===== src/rtl/fetch_stage.sv =====
// -----------------------------------------------------------------------------
// fetch_stage
//   Instruction-fetch stage of the MIPS core. Owns the PC, issues requests to
//   instruction memory with a hold-until-valid handshake, and holds the IF/ID
//   register. A one-word hold buffer catches a response that lands while
//   decode is stalled. A drain state swallows the in-flight word after a
//   redirect that arrived before its response.
//
// Ports
//   clk, rst_n                     clock, asynchronous active-low reset
//   stall_i                        downstream hazard: hold IF/ID and PC
//   branch_i / branch_tgt_i        taken branch and its target
//   jump_i   / jump_tgt_i          jump and its target (wins over branch)
//   imem_req_o / imem_addr_o       fetch request and address
//   imem_valid_i / imem_rdata_i    memory response and instruction word
//   instr_o, opcode_o              IF/ID instruction and its opcode field
//   pc_plus4_o, valid_o            IF/ID PC+4 and real-instruction flag
// -----------------------------------------------------------------------------
module fetch_stage #(
   parameter logic [31:0] RESET_PC  = 32'h0000_0000,
   parameter logic [31:0] NOP_INSTR = 32'h0000_0000
) (
   input  logic        clk,
   input  logic        rst_n,
   input  logic        stall_i,
   input  logic        branch_i,
   input  logic [31:0] branch_tgt_i,
   input  logic        jump_i,
   input  logic [31:0] jump_tgt_i,
   output logic        imem_req_o,
   output logic [31:0] imem_addr_o,
   input  logic        imem_valid_i,
   input  logic [31:0] imem_rdata_i,
   output logic [31:0] instr_o,
   output logic [5:0]  opcode_o,
   output logic [31:0] pc_plus4_o,
   output logic        valid_o
);

   typedef enum logic [1:0] {
      S_FETCH = 2'd0,
      S_HOLD  = 2'd1,
      S_DRAIN = 2'd2
   } state_t;

   state_t      state_q, state_d;
   logic [31:0] pc_q, pc_d;
   logic [31:0] req_addr_q, req_addr_d;
   logic [31:0] instr_q, instr_d;
   logic [31:0] pc_plus4_q, pc_plus4_d;
   logic [31:0] buf_q, buf_d;
   logic        valid_q, valid_d;

   logic        redirect;
   logic [31:0] tgt_raw;
   logic [31:0] tgt;
   logic [31:0] seq_pc;

   always_comb begin
      redirect   = jump_i | branch_i;
      tgt_raw    = jump_i ? jump_tgt_i : branch_tgt_i;
      // Targets are word-aligned; low two bits are ignored.
      tgt        = tgt_raw & 32'hFFFF_FFFC;
      seq_pc     = req_addr_q + 32'd4;

      state_d    = state_q;
      pc_d       = pc_q;
      req_addr_d = req_addr_q;
      instr_d    = instr_q;
      pc_plus4_d = pc_plus4_q;
      buf_d      = buf_q;
      valid_d    = valid_q;

      case (state_q)
         S_FETCH: begin
            if (redirect) begin
               pc_d    = tgt;
               instr_d = NOP_INSTR;
               valid_d = 1'b0;
               // A response in this same cycle closes the handshake, so the
               // new target can be requested at once; otherwise the
               // outstanding request must be drained first.
               if (imem_valid_i) begin
                  req_addr_d = tgt;
               end else begin
                  state_d = S_DRAIN;
               end
            end else if (imem_valid_i) begin
               pc_d       = seq_pc;
               req_addr_d = seq_pc;
               if (stall_i) begin
                  buf_d   = imem_rdata_i;
                  state_d = S_HOLD;
               end else begin
                  instr_d    = imem_rdata_i;
                  pc_plus4_d = seq_pc;
                  valid_d    = 1'b1;
               end
            end
         end
         S_HOLD: begin
            if (redirect) begin
               pc_d       = tgt;
               req_addr_d = tgt;
               instr_d    = NOP_INSTR;
               valid_d    = 1'b0;
               state_d    = S_FETCH;
            end else if (!stall_i) begin
               // pc already equals the buffered word's PC+4.
               instr_d    = buf_q;
               pc_plus4_d = pc_q;
               valid_d    = 1'b1;
               req_addr_d = pc_q;
               state_d    = S_FETCH;
            end
         end
         S_DRAIN: begin
            if (redirect) begin
               pc_d    = tgt;
               instr_d = NOP_INSTR;
               valid_d = 1'b0;
            end
            if (imem_valid_i) begin
               req_addr_d = redirect ? tgt : pc_q;
               state_d    = S_FETCH;
            end
         end
         default: begin
            state_d = S_FETCH;
         end
      endcase
   end

   always_ff @(posedge clk or negedge rst_n) begin
      if (!rst_n) begin
         state_q    <= S_FETCH;
         pc_q       <= RESET_PC;
         req_addr_q <= RESET_PC;
         instr_q    <= NOP_INSTR;
         pc_plus4_q <= RESET_PC;
         buf_q      <= '0;
         valid_q    <= 1'b0;
      end else begin
         state_q    <= state_d;
         pc_q       <= pc_d;
         req_addr_q <= req_addr_d;
         instr_q    <= instr_d;
         pc_plus4_q <= pc_plus4_d;
         buf_q      <= buf_d;
         valid_q    <= valid_d;
      end
   end

   // Request is gated by reset so it drops immediately on assertion.
   assign imem_req_o  = rst_n & (state_q != S_HOLD);
   assign imem_addr_o = req_addr_q;
   assign instr_o     = instr_q;
   assign opcode_o    = instr_q[31:26];
   assign pc_plus4_o  = pc_plus4_q;
   assign valid_o     = valid_q;

endmodule


===== config.mk =====
export PLATFORM = sky130hd
export DESIGN_NAME = fetch_stage
export DESIGN_NICKNAME = d
export VERILOG_FILES = /design/src/rtl/fetch_stage.sv
export SDC_FILE = /design/constraint.sdc
export NUM_CORES = 1
export LEC_CHECK = 0
export ABC_AREA = 1
export BUFFER_PORTS_ARGS = -buffer_cell sky130_fd_sc_hd__buf_2
export CORE_ASPECT_RATIO = 2
export CORE_UTILIZATION = 42
export CTS_CLUSTER_SIZE = 16
export DETAILED_ROUTE_END_ITERATION = 8
export PLACE_DENSITY_LB_ADDON = 0.1
export SYNTH_ARGS = -nofsm -noshare
export SYNTH_HDL_FRONTEND = slang
export SYNTH_SLANG_ARGS = --single-unit

===== constraint.sdc =====
create_clock -name clk -period 2.2 [get_ports clk]
set_input_delay 0.33 -clock clk [delete_from_list [all_inputs] [get_ports clk]]
set_output_delay 0.33 -clock clk [all_outputs]
set_load 0.005 [all_outputs]

# Yosys cells after proc, flatten, opt, wreduce, memory -nomap -nowiden
# Cells that the tools add are included.
[totals]
reg_bits = 163
in_bits = 102
output_inout_bits = 104
word_cells = 75
[op_classes]
addsub = 1
n_eq_ne = 15
n_mux = 37
n_bitwise = 3
reduce_logical = 12
[ops]
columns = ["op", "count"]
rows = [
  ["32-bit 2-to-1 mux", 19],
  ["32-bit one-hot mux with 3 select lines", 2],
  ["32-bit one-hot mux with 2 select lines", 2],
  ["32-bit by 3-bit adder with 32-bit output (second input constant)", 1],
  ["3-bit inequality test (second input constant)", 5],
  ["2-bit 2-to-1 mux", 7],
  ["2-bit inequality test (second input constant)", 7],
  ["5-bit AND reduction", 2],
  ["4-bit AND reduction", 2],
  ["2-bit one-hot mux with 3 select lines", 1],
  ["6-bit AND reduction", 1],
  ["1-bit 2-to-1 mux", 5],
  ["2-bit nonzero test", 2],
  ["1-bit one-hot mux with 3 select lines", 1],
  ["3-bit AND reduction", 1],
  ["3-bit nonzero test", 1],
  ["2-bit by 1-bit == test with 1-bit output (second input constant)", 1],
  ["2-bit == test (second input constant)", 1],
  ["2-bit logical NOT", 1],
  ["2-bit by 1-bit inequality test with 1-bit output (second input constant)", 1],
  ["2-bit AND reduction", 1],
  ["2-bit OR reduction", 1],
  ["1-bit bitwise AND", 1],
  ["1-bit NOT", 1],
  ["1-bit bitwise OR", 1],
]

# Longest topological paths before layout
# Gate-level depths: netlist (run 1).
[depth]
word_depth = 5
mapped_depth = 12
mapped_depth_nobuf = 12

# Worst setup path after synthesis (run 1)
# Ideal clock, no wire load.
[synth_timing]
path_type = "reg-to-reg"
start = "register state_q[0]"
end = "register pc_plus4_q[10], in the netlist pc_plus4_o[10]"
setup_time_ps = 119
t_arrival_ps = 1723
required_ps = 2081
slack_ps = 358
path_stages_with_launch = 12
path_buffers = 2
period_less_slack_ps = 1842
path_cell_list = "dfrtp_1 > inv_1 > ha_1 > inv_2 > nand2_1 > o21ai_0 > or2_1 > buf_2 > buf_2 > a21oi_1 > o21ai_1 > o21a_1"
[synth_via]
elab_chain_cells = 3
word_cells_on_any_way = 10
cone_classes = "6 x eq/ne; 1 x mux; 3 x reduce/logical"
[synth_lines]
columns = ["item", "line_no", "rtl"]
rows = [
  ["start: declaration", "46", "state_t state_q, state_d;"],
  ["start signal: assignment", "144", "state_q <= state_d;"],
  ["2-bit by 1-bit == test with 1-bit output or 2-bit logical NOT (tied branches)", "74", "case (state_q)"],
  ["2-bit inequality test (no source line) or 2-bit nonzero test (tied branches)", "-", ""],
  ["6-bit AND reduction (no source line)", "-", ""],
  ["end signal: assignment", "148", "pc_plus4_q <= pc_plus4_d;"],
  ["end: declaration", "50", "logic [31:0] pc_plus4_q, pc_plus4_d;"],
]
# Parallel ways exist; a longest one is shown, timed or not.
# A chain may end at the register's enable or synchronous reset.

# Worst setup path after layout (run 1)
[layout_timing]
start = "register state_q[0]"
end = "register pc_q[16]"
[layout_via]
elab_chain_cells = 4
word_cells_on_any_way = 8
cone_classes = "3 x eq/ne; 1 x mux; 4 x reduce/logical"
[layout_lines]
columns = ["item", "line_no", "rtl"]
rows = [
  ["2-bit == test or 2-bit by 1-bit == test with 1-bit output (tied branches)", "74", ""],
  ["2-bit OR reduction (no source line)", "-", ""],
  ["2-bit nonzero test (no source line)", "-", ""],
  ["2-bit AND reduction (no source line)", "-", ""],
  ["end signal: assignment", "145", "pc_q <= pc_d;"],
  ["end: declaration", "47", "logic [31:0] pc_q, pc_d;"],
]
# Parallel ways exist; a longest one is shown, timed or not.

==> results of run 1 <==
state kept, by name (all words and copies together), names as in the netlist:
register,cells
buf_q,32
imem_addr_o,32
instr_o,32
pc_plus4_o,32
pc_q,32
state_q,2
valid_o,1
kinds of logic (layout without fill, tap and decap cells):
kind of cell,after synthesis,after routing
xor gates and xnor gates,9,9
AOI/OAI and AO/OA,239,239
and+or+nand+nor,580,580
DFF,163,163
adders and majority gates,4,4
buffers and inverters,210,419
cell usage in the layout (no fill, tap or decap), drive strengths merged:
| master | Yosys | final |
|---|---|---|
| nand2 | 367 | 367 |
| buf | 29 | 245 |
| o21ai | 175 | 175 |
| dfrtp | 163 | 163 |
| inv | 141 | 141 |
| nand3 | 128 | 128 |
| nor2 | 77 | 77 |
| a21oi | 36 | 36 |
| clkbuf | 39 | 19 |
| clkinv | 1 | 11 |
| o211ai | 8 | 8 |
| xor2 | 7 | 7 |
| nand3b | 4 | 4 |
| o21a | 4 | 4 |
| a31oi | 4 | 4 |
| ha | 4 | 4 |
| o22ai | 3 | 3 |
| o21bai | 3 | 3 |
| nand4 | 2 | 2 |
| xnor2 | 2 | 2 |
| a211oi | 1 | 1 |
| a21o | 1 | 1 |
| or2 | 1 | 1 |
| a22o | 1 | 1 |
| a22oi | 1 | 1 |
| o221ai | 1 | 1 |
| nor3 | 1 | 1 |
| o32ai | 1 | 1 |
| clkinvlp | 0 | 1 |
| bufinv | 0 | 1 |
| dlygate4sd3 | 0 | 1 |
synthesized netlist by cell type:
| library cell | instances | area, um^2 |
|---|---|---|
| sky130_fd_sc_hd__o32ai_1 | 1 | 8.76 |
| sky130_fd_sc_hd__o211ai_1 | 8 | 60.1 |
| sky130_fd_sc_hd__ha_1 | 4 | 50.1 |
| sky130_fd_sc_hd__or2_1 | 1 | 6.26 |
| sky130_fd_sc_hd__buf_4 | 7 | 52.6 |
| sky130_fd_sc_hd__xnor2_1 | 2 | 17.5 |
| sky130_fd_sc_hd__o22ai_1 | 3 | 18.8 |
| sky130_fd_sc_hd__nor3_1 | 1 | 5.00 |
| sky130_fd_sc_hd__buf_2 | 20 | 100 |
| sky130_fd_sc_hd__o221ai_1 | 1 | 8.76 |
| sky130_fd_sc_hd__dfrtp_1 | 163 | 4080 |
| sky130_fd_sc_hd__nand4_1 | 2 | 12.5 |
| sky130_fd_sc_hd__a21o_1 | 1 | 7.51 |
| sky130_fd_sc_hd__nor2_2 | 4 | 25.0 |
| sky130_fd_sc_hd__a31oi_1 | 4 | 25.0 |
| sky130_fd_sc_hd__nor2_1 | 72 | 270 |
| sky130_fd_sc_hd__nand3_2 | 1 | 10.0 |
| sky130_fd_sc_hd__inv_1 | 134 | 503 |
| sky130_fd_sc_hd__clkinv_1 | 1 | 3.75 |
| sky130_fd_sc_hd__buf_1 | 2 | 7.51 |
| sky130_fd_sc_hd__a22o_1 | 1 | 8.76 |
| sky130_fd_sc_hd__a211oi_4 | 1 | 20.0 |
| sky130_fd_sc_hd__clkbuf_1 | 39 | 146 |
| sky130_fd_sc_hd__nand3b_1 | 4 | 30.0 |
| sky130_fd_sc_hd__xor2_1 | 7 | 61.3 |
| sky130_fd_sc_hd__o21bai_1 | 3 | 22.5 |
| sky130_fd_sc_hd__nand2_1 | 367 | 1380 |
| sky130_fd_sc_hd__a21oi_1 | 36 | 180 |
| sky130_fd_sc_hd__o21ai_1 | 66 | 330 |
| sky130_fd_sc_hd__o21ai_0 | 109 | 546 |
| sky130_fd_sc_hd__nor2_4 | 1 | 11.3 |
| sky130_fd_sc_hd__inv_2 | 7 | 26.3 |
| sky130_fd_sc_hd__a22oi_1 | 1 | 7.51 |
| sky130_fd_sc_hd__o21a_1 | 4 | 30.0 |
| sky130_fd_sc_hd__nand3_1 | 127 | 636 |
timing repair:
item                                   4_1_cts  5_1_grt
setup endpoints to repair                    0       25
hold buffers                                 1        0
gates resized for setup                      0        4
endpoints found under the hold margin       37        0
how the worst max path moves through the flow:
stage                     startpoint              to  slack [ns]  depth (start not counted)
after floorplan           state_q[0]  pc_plus4_o[10]        0.36                         11
after global placement    state_q[0]  pc_plus4_o[10]        0.15                         10
after detailed placement  state_q[1]  pc_plus4_o[10]        0.12                         10
after CTS                 state_q[0]  pc_plus4_o[10]        0.11                         10
after global routing      state_q[0]        pc_q[28]        0.06                          9
final                     state_q[0]        pc_q[16]        0.20                         10
per-stage QoR:
stage / cell area [um^2] / setup WS [ns] / util, % / instances
floorplan: 8700 / 0.358 / - / 1205
global placement: 10200 / 0.155 / 49.9 / 1648
detailed placement: 10200 / 0.118 / 49.9 / 1648
CTS: 10700 / 0.106 / 52.7 / 1680
global route: 10700 / 0.0577 / 52.7 / 1680
finish: 10700 / 0.198 / 52.7 / 1680
layer usage:
layer	track usage, %	vias to the layer above
met5	0	-
met4	14.5	0
met3	4.21	54
met2	49.4	230
met1	29.0	3945
li1	-	4249
report_power, final:
group          internal, mW  leakage (nW)  switching, mW
Combinational          2.18          3.20           3.70
Sequential             4.35          2.05           1.10
Clock                  1.61         0.279           1.23
critical path, cell delays in order (launching register included):
cell                      delay, ns
sky130_fd_sc_hd__dfrtp_1       0.38
sky130_fd_sc_hd__inv_1         0.11
sky130_fd_sc_hd__ha_2          0.28
sky130_fd_sc_hd__inv_1         0.13
sky130_fd_sc_hd__o21ai_1       0.10
sky130_fd_sc_hd__nor2_2        0.17
sky130_fd_sc_hd__buf_4         0.27
sky130_fd_sc_hd__inv_2         0.07
sky130_fd_sc_hd__buf_12        0.19
sky130_fd_sc_hd__nand3_1       0.10
sky130_fd_sc_hd__o21ai_0       0.08
area by class of cell:
type	count	share of cell area, %
inverter	142	4.99
multi-input combinational	832	35.4
clock inverter	12	1.03
timing repair buffer	246	13.3
tap	266	3.10
clock buffer	19	4.22
sequential	163	38.0
==> implementation parameters, run 1 <==
Parameter                              Value

Clock tree
  TritonCTS clock tree ... done
  Max Root-Sink Buffers ... 2
  Number of sinks on the clock net ... 163
  Worst skew pair latency ... around 0.42 ns
  Clock-pin slew on the worst setup and hold paths ... 0.07 ns
  Depth of the CTS H-tree ... 4
  Number of post-CTS setup repair buffers ... 0
  Number of buffers inserted during clock tree synthesis ... 17
  Root Driver ... sky130_fd_sc_hd__clkbuf_16

Global routing
  Pin count of the biggest net entering global routing ... about 90
  Wire length of the first global-routing pass ... between 40000 and 50000 um
  Overflow left after global routing ... 0
  Vias in the first global route ... approximately 8300
  Antenna violations before repair ... 0
  Total track usage ... about a quarter

STA
  Part of the cycle the worst path needs ... 91.0%
  Final count of negative-setup-slack endpoints ... 0
  Pins Over Slew Limit ... 0
  Highest achievable clock rate ... between 0.4 and 0.5 GHz
  Min Hold Slack ... approximately 0.16 ns
  Remaining max-slew budget at the tightest pin ... 61.4%
  Slew of the pin with the lowest slew margin ... roughly 0.58 ns
  TNS Setup ... 0 ns
  Setup repair after global routing missed its margin ... false
  Final setup skew ... approximately 0.0085 ns
  Final hold vios ... 0
  Clock period minus final worst setup slack ... between 2 and 2.5 ns

Critical path
  Highest net fanout along the worst path ... 37
  Critical Path AT ... about 2.3 ns
  Worst reg-to-reg setup slack ... ~0.20 ns
  Type of destination of the critical path ... flip-flop
  Reg-to-Reg End ... pc_q[16]
  Crit path kind ... flip-flop to flip-flop
  Source of the worst register-to-register timing path ... state_q[0]
  Type of origin of the critical path ... flip-flop
  R2r worst-path depth ... 10
  Data required time of the critical path ... roughly 2.5 ns

Routing
  Vias after detailed routing ... approximately 8500
  Met2 wire len ... about 15000 um
  Uppermost metal layer occupied by signal nets ... met4
  Routed WL ... 27300 um
  Average wire length per cell after detail routing ... between 15 and 20 um
  M1 WL ... between 10000 and 15000 um
  Count of unresolved DRC violations after routing ... 0
  Number of DRC markers in iteration 0 ... 440
  Post-detailed-route via-to-cell ratio ... roughly 5
  Length of routed met3 wiring ... 1240 um
  Antenna-violating nets left ... 0
  TritonRoute pass-1 iters ... 4

Final layout
  Share of post-route cells with drive strength above 1 ... 20.9%
  Final-layout fill cell count ... between 2000 and 2500
  Multi-input gate area in the final layout ... roughly 3800 um^2
  Area growth from synthesis to layout ... 23.4%
  Number of diodes added for antenna fixing ... 0
  Sequential cell area ... 4080 um^2
  Final #Nets ... 1508

Yosys
  Multiplexer fraction of the synthesized cell area ... 0%
  Synth Net Count ... about 1300
  Main combinational cell family by area after synthesis ... simple AND/OR/NAND/NOR gates
  Sequential area share after synthesis ... a little under half
  Simple-Gate Fraction of Synth Area ... 27.4%
  Combined area of all synthesized cells ... 8700 um^2
  Cell count after synthesis ... about 1200
  Post-synthesis adder-cell area fraction ... less than 1%
  Post-Syn Area per Cell ... between 7 and 8 um^2
  Yosys reg bits ... ~160
  Post-Synth XOR/XNOR Area ... 0.906%
  Count of synthesis-stage warnings from yosys ... 0
  Unique cell type count in the Yosys netlist ... 35
  Fraction of the mapped netlist area in compound gates ... 14.6%

Min path
  Hold path endpoint ... buf_q[20]
  Class of the worst hold path ... primary input to flip-flop
  Startpoint of the tightest hold check path ... imem_rdata_i[20]
  Cell count of the worst hold path ... 3

Placement
  Placed wire-length estimate ... a little under 20000 um
  Count of input and output buffers ... between 200 and 250
  Final RePlAce weighted congestion ... a little over 0.9

Power and ir drop
  Worst-case vdd ir drop ... between 0.7 and 0.8 mV
  Leak ... 5.52 nW
  Pwr/cell area ... between 1000 and 1500 nW/um^2
  Tot Pwr ... about 14 mW

Run
  Max-Cap Viols ... 0

Floorplan
  Placeable Area ... between 20000 and 25000 um^2
  Number of I/O pins ... approximately 200
  Initial core utilization ... 42.7%
  Row Count ... 74
  Area of the die ... about 21000 um^2
  Vertical extent of the die ... 206 um
  Chip width ... roughly 100 um

Status
  Result of the run ... completed
No activity file was read; power rests on OpenSTA's default activity.
==> run 2: changes to the inputs <==
ABC_CLOCK_PERIOD_IN_PS = 2200   (was default)
MAX_ROUTING_LAYER = met4   (was default)
==> implementation parameters, run 2 (synthesized netlist as in run 1, its figures left out) <==
Parameter                              Value

Floorplan
  Chip width ... 104 um (unchanged)
  Row Count ... 74 (unchanged)
  Number of I/O pins ... 206 (unchanged)
  Placeable Area ... 20400 um^2 (unchanged)
  Area of the die ... 21300 um^2 (unchanged)
  Initial core utilization ... 42.7% (unchanged)
  Vertical extent of the die ... 206 um (unchanged)

Placement
  Placed wire-length estimate ... 20000 um (+1.4%)
  Count of input and output buffers ... 201 (unchanged)
  Dpl cell area ... 10100 um^2 (-0.37%)
  Final RePlAce weighted congestion ... 0.949 (+3.1%)

Global routing
  Wire length of the first global-routing pass ... 44700 um (+2.2%)
  Overflow left after global routing ... 0 (unchanged)
  Vias in the first global route ... 8230 (-0.31%)
  Antenna violations before repair ... 0 (unchanged)
  Total track usage ... 28.5% (+1.7 points)
  Pin count of the biggest net entering global routing ... 82 (-7.9%)

Final layout
  Area growth from synthesis to layout ... 23.1%
  Final-layout fill cell count ... 2114 (+2.1%)
  Final #Nets ... 1503 (-0.33%)
  Number of diodes added for antenna fixing ... 0 (unchanged)
  Share of post-route cells with drive strength above 1 ... 20.6% (-0.30 points)
  Final design area excluding fillers ... 10700 um^2 (-0.27%)
  Commonest cells after routing, fill and taps aside ... sky130_fd_sc_hd__nand2_1, sky130_fd_sc_hd__buf_2, sky130_fd_sc_hd__dfrtp_1
  Sequential cell area ... 4080 um^2 (unchanged)
  Multi-input gate area in the final layout ... 3800 um^2 (about the same)
  Most common library cell in the layout ignoring fill and taps ... sky130_fd_sc_hd__nand2_1

Clock tree
  Worst skew pair latency ... 0.45 ns (+0.03 ns)
  Clock-pin slew on the worst setup and hold paths ... 0.07 ns (about the same)
  Number of buffers inserted during clock tree synthesis ... 17 (unchanged)
  Number of post-CTS setup repair buffers ... 0 (unchanged)
  TritonCTS clock tree ... done
  Depth of the CTS H-tree ... 4 (unchanged)
  Root Driver ... sky130_fd_sc_hd__clkbuf_16
  Number of sinks on the clock net ... 163 (unchanged)
  Max Root-Sink Buffers ... 2 (unchanged)

Critical path
  Data required time of the critical path ... 2.52 ns (+0.02 ns)
  Critical Path AT ... 2.32 ns (+0.02 ns)
  Type of origin of the critical path ... flip-flop
  Highest net fanout along the worst path ... 6 (-84%)
  Type of destination of the critical path ... flip-flop
  Crit path kind ... flip-flop to flip-flop

STA
  Slew of the pin with the lowest slew margin ... 0.703 ns (+0.124 ns)
  Pins Over Slew Limit ... 0 (unchanged)
  Final hold vios ... 0 (unchanged)
  Final setup skew ... 0.00829 ns (-0.000223 ns)
  Setup repair after global routing missed its margin ... false
  Clock period minus final worst setup slack ... 2.00 ns (-0.00274 ns)
  Highest achievable clock rate ... 0.500 GHz (+0.14%)
  Final count of negative-setup-slack endpoints ... 0 (unchanged)
  Part of the cycle the worst path needs ... 90.9% (-0.12 points)
  TNS Setup ... 0 ns (unchanged)
  Remaining max-slew budget at the tightest pin ... 53.1% (-8.3 points)

Routing
  Count of unresolved DRC violations after routing ... 0 (unchanged)
  Average wire length per cell after detail routing ... 16.7 um (+3.2%)
  Post-detailed-route via-to-cell ratio ... 5.09 (+0.84%)
  Vias after detailed routing ... 8529 (+0.60%)
  Number of DRC markers in iteration 0 ... 419 (-4.8%)
  Antenna-violating nets left ... 0 (unchanged)
  Routed WL ... 28100 um (+2.9%)
  TritonRoute pass-1 iters ... 5 (+1)

Power and ir drop
  Pwr/cell area ... 1330 nW/um^2 (+0.81%)
  Worst-case vdd ir drop ... 0.791 mV (+10%)
  Leak ... 5.50 nW (-0.37%)

Run
  Max-Cap Viols ... 0 (unchanged)

Status
  Result of the run ... completed

Min path
  Class of the worst hold path ... primary input to flip-flop
## run 2: changes by cell type in the layout (fill, tap and decap cells not counted)
cell                       before  now
sky130_fd_sc_hd__inv_4          1    2
sky130_fd_sc_hd__inv_8          0    1
sky130_fd_sc_hd__clkbuf_8       2    0
sky130_fd_sc_hd__ha_2           2    1
sky130_fd_sc_hd__inv_2          6    5
sky130_fd_sc_hd__clkinv_2       4    2
sky130_fd_sc_hd__inv_6          0    8
sky130_fd_sc_hd__buf_4         38   33
sky130_fd_sc_hd__ha_1           2    3
sky130_fd_sc_hd__clkinv_4       6    2
## run 2: worst paths after layout
path | slack, ns | end | startpoint | cells past startpoint
max | 0.20 | pc_q[14] | imem_addr_o[2] | 10
min | 0.13 | buf_q[22] | imem_rdata_i[22] | 3
max reg2reg | 0.20 | pc_q[14] | imem_addr_o[2] | 10
min reg2reg | 0.47 | pc_plus4_o[17] | pc_plus4_o[17] | 2
max in group asynchronous | 1.07 | instr_o[27] | rst_n | 3
min in group asynchronous | 0.34 | pc_plus4_o[15] | rst_n | 2
## run 2: stage by stage
stage / hold slack [ns] / worst slack (ns) / total power [mW] / std cells / util, %
after floorplan: 0.0344 / 0.358 / 8.87 / 1205 / -
after global routing: 0.128 / 0.0166 / 15.4 / 1676 / 52.6
after detailed placement: 0.245 / 0.125 / 11.4 / 1643 / 49.7
after global placement: 0.245 / 0.170 / 11.2 / 1643 / 49.7
final: 0.131 / 0.201 / 14.2 / 1676 / 52.6
after CTS: 0.113 / 0.109 / 14.4 / 1676 / 52.6
## run 2: layer usage
layer	part of all wire, %	vias to the layer above	routed length [um]	track usage (%)
met1	38	4005	10600	30.1
li1	-	4240	-	-
met5	0	-	0	-
met4	3.2	0	897	11.8
met3	4.6	55	1290	5.35
met2	54	229	15300	51.8
## run 2: cell type report
cell class              count  area share [%]
clock buffers              17            3.97
clock inverters            15            1.37
inverters                 142            5.02
multi-input cells         832            35.5
flip-flops and latches    163            38.1
well taps                 266            3.11
repair buffers            241            13.0
## run 2: critical path, stage by stage (launching register included)
cell and delay [ns]:
sky130_fd_sc_hd__dfrtp_1 0.45, sky130_fd_sc_hd__ha_1 0.26, sky130_fd_sc_hd__inv_1 0.08, sky130_fd_sc_hd__nor2_1 0.10, sky130_fd_sc_hd__nand2_1 0.21, sky130_fd_sc_hd__nor2_2 0.17, sky130_fd_sc_hd__buf_4 0.16, sky130_fd_sc_hd__xor2_1 0.21
sky130_fd_sc_hd__nand2_1 0.10, sky130_fd_sc_hd__nand3_1 0.07, sky130_fd_sc_hd__o21ai_1 0.07
## run 2: power breakdown
| group | switching, mW | internal, mW |
|---|---|---|
| sequential | 1.10 | 4.35 |
| clock | 1.38 | 1.59 |
| combinational | 3.71 | 2.12 |
| total | 6.18 | 8.07 |
## run 2: timing repair
action                                  in CTS  in global routing
hold buffers                                 1                  0
endpoints found under the hold margin       31                  0
gates resized for setup                      0                  5
endpoints found under the setup margin       0                 38
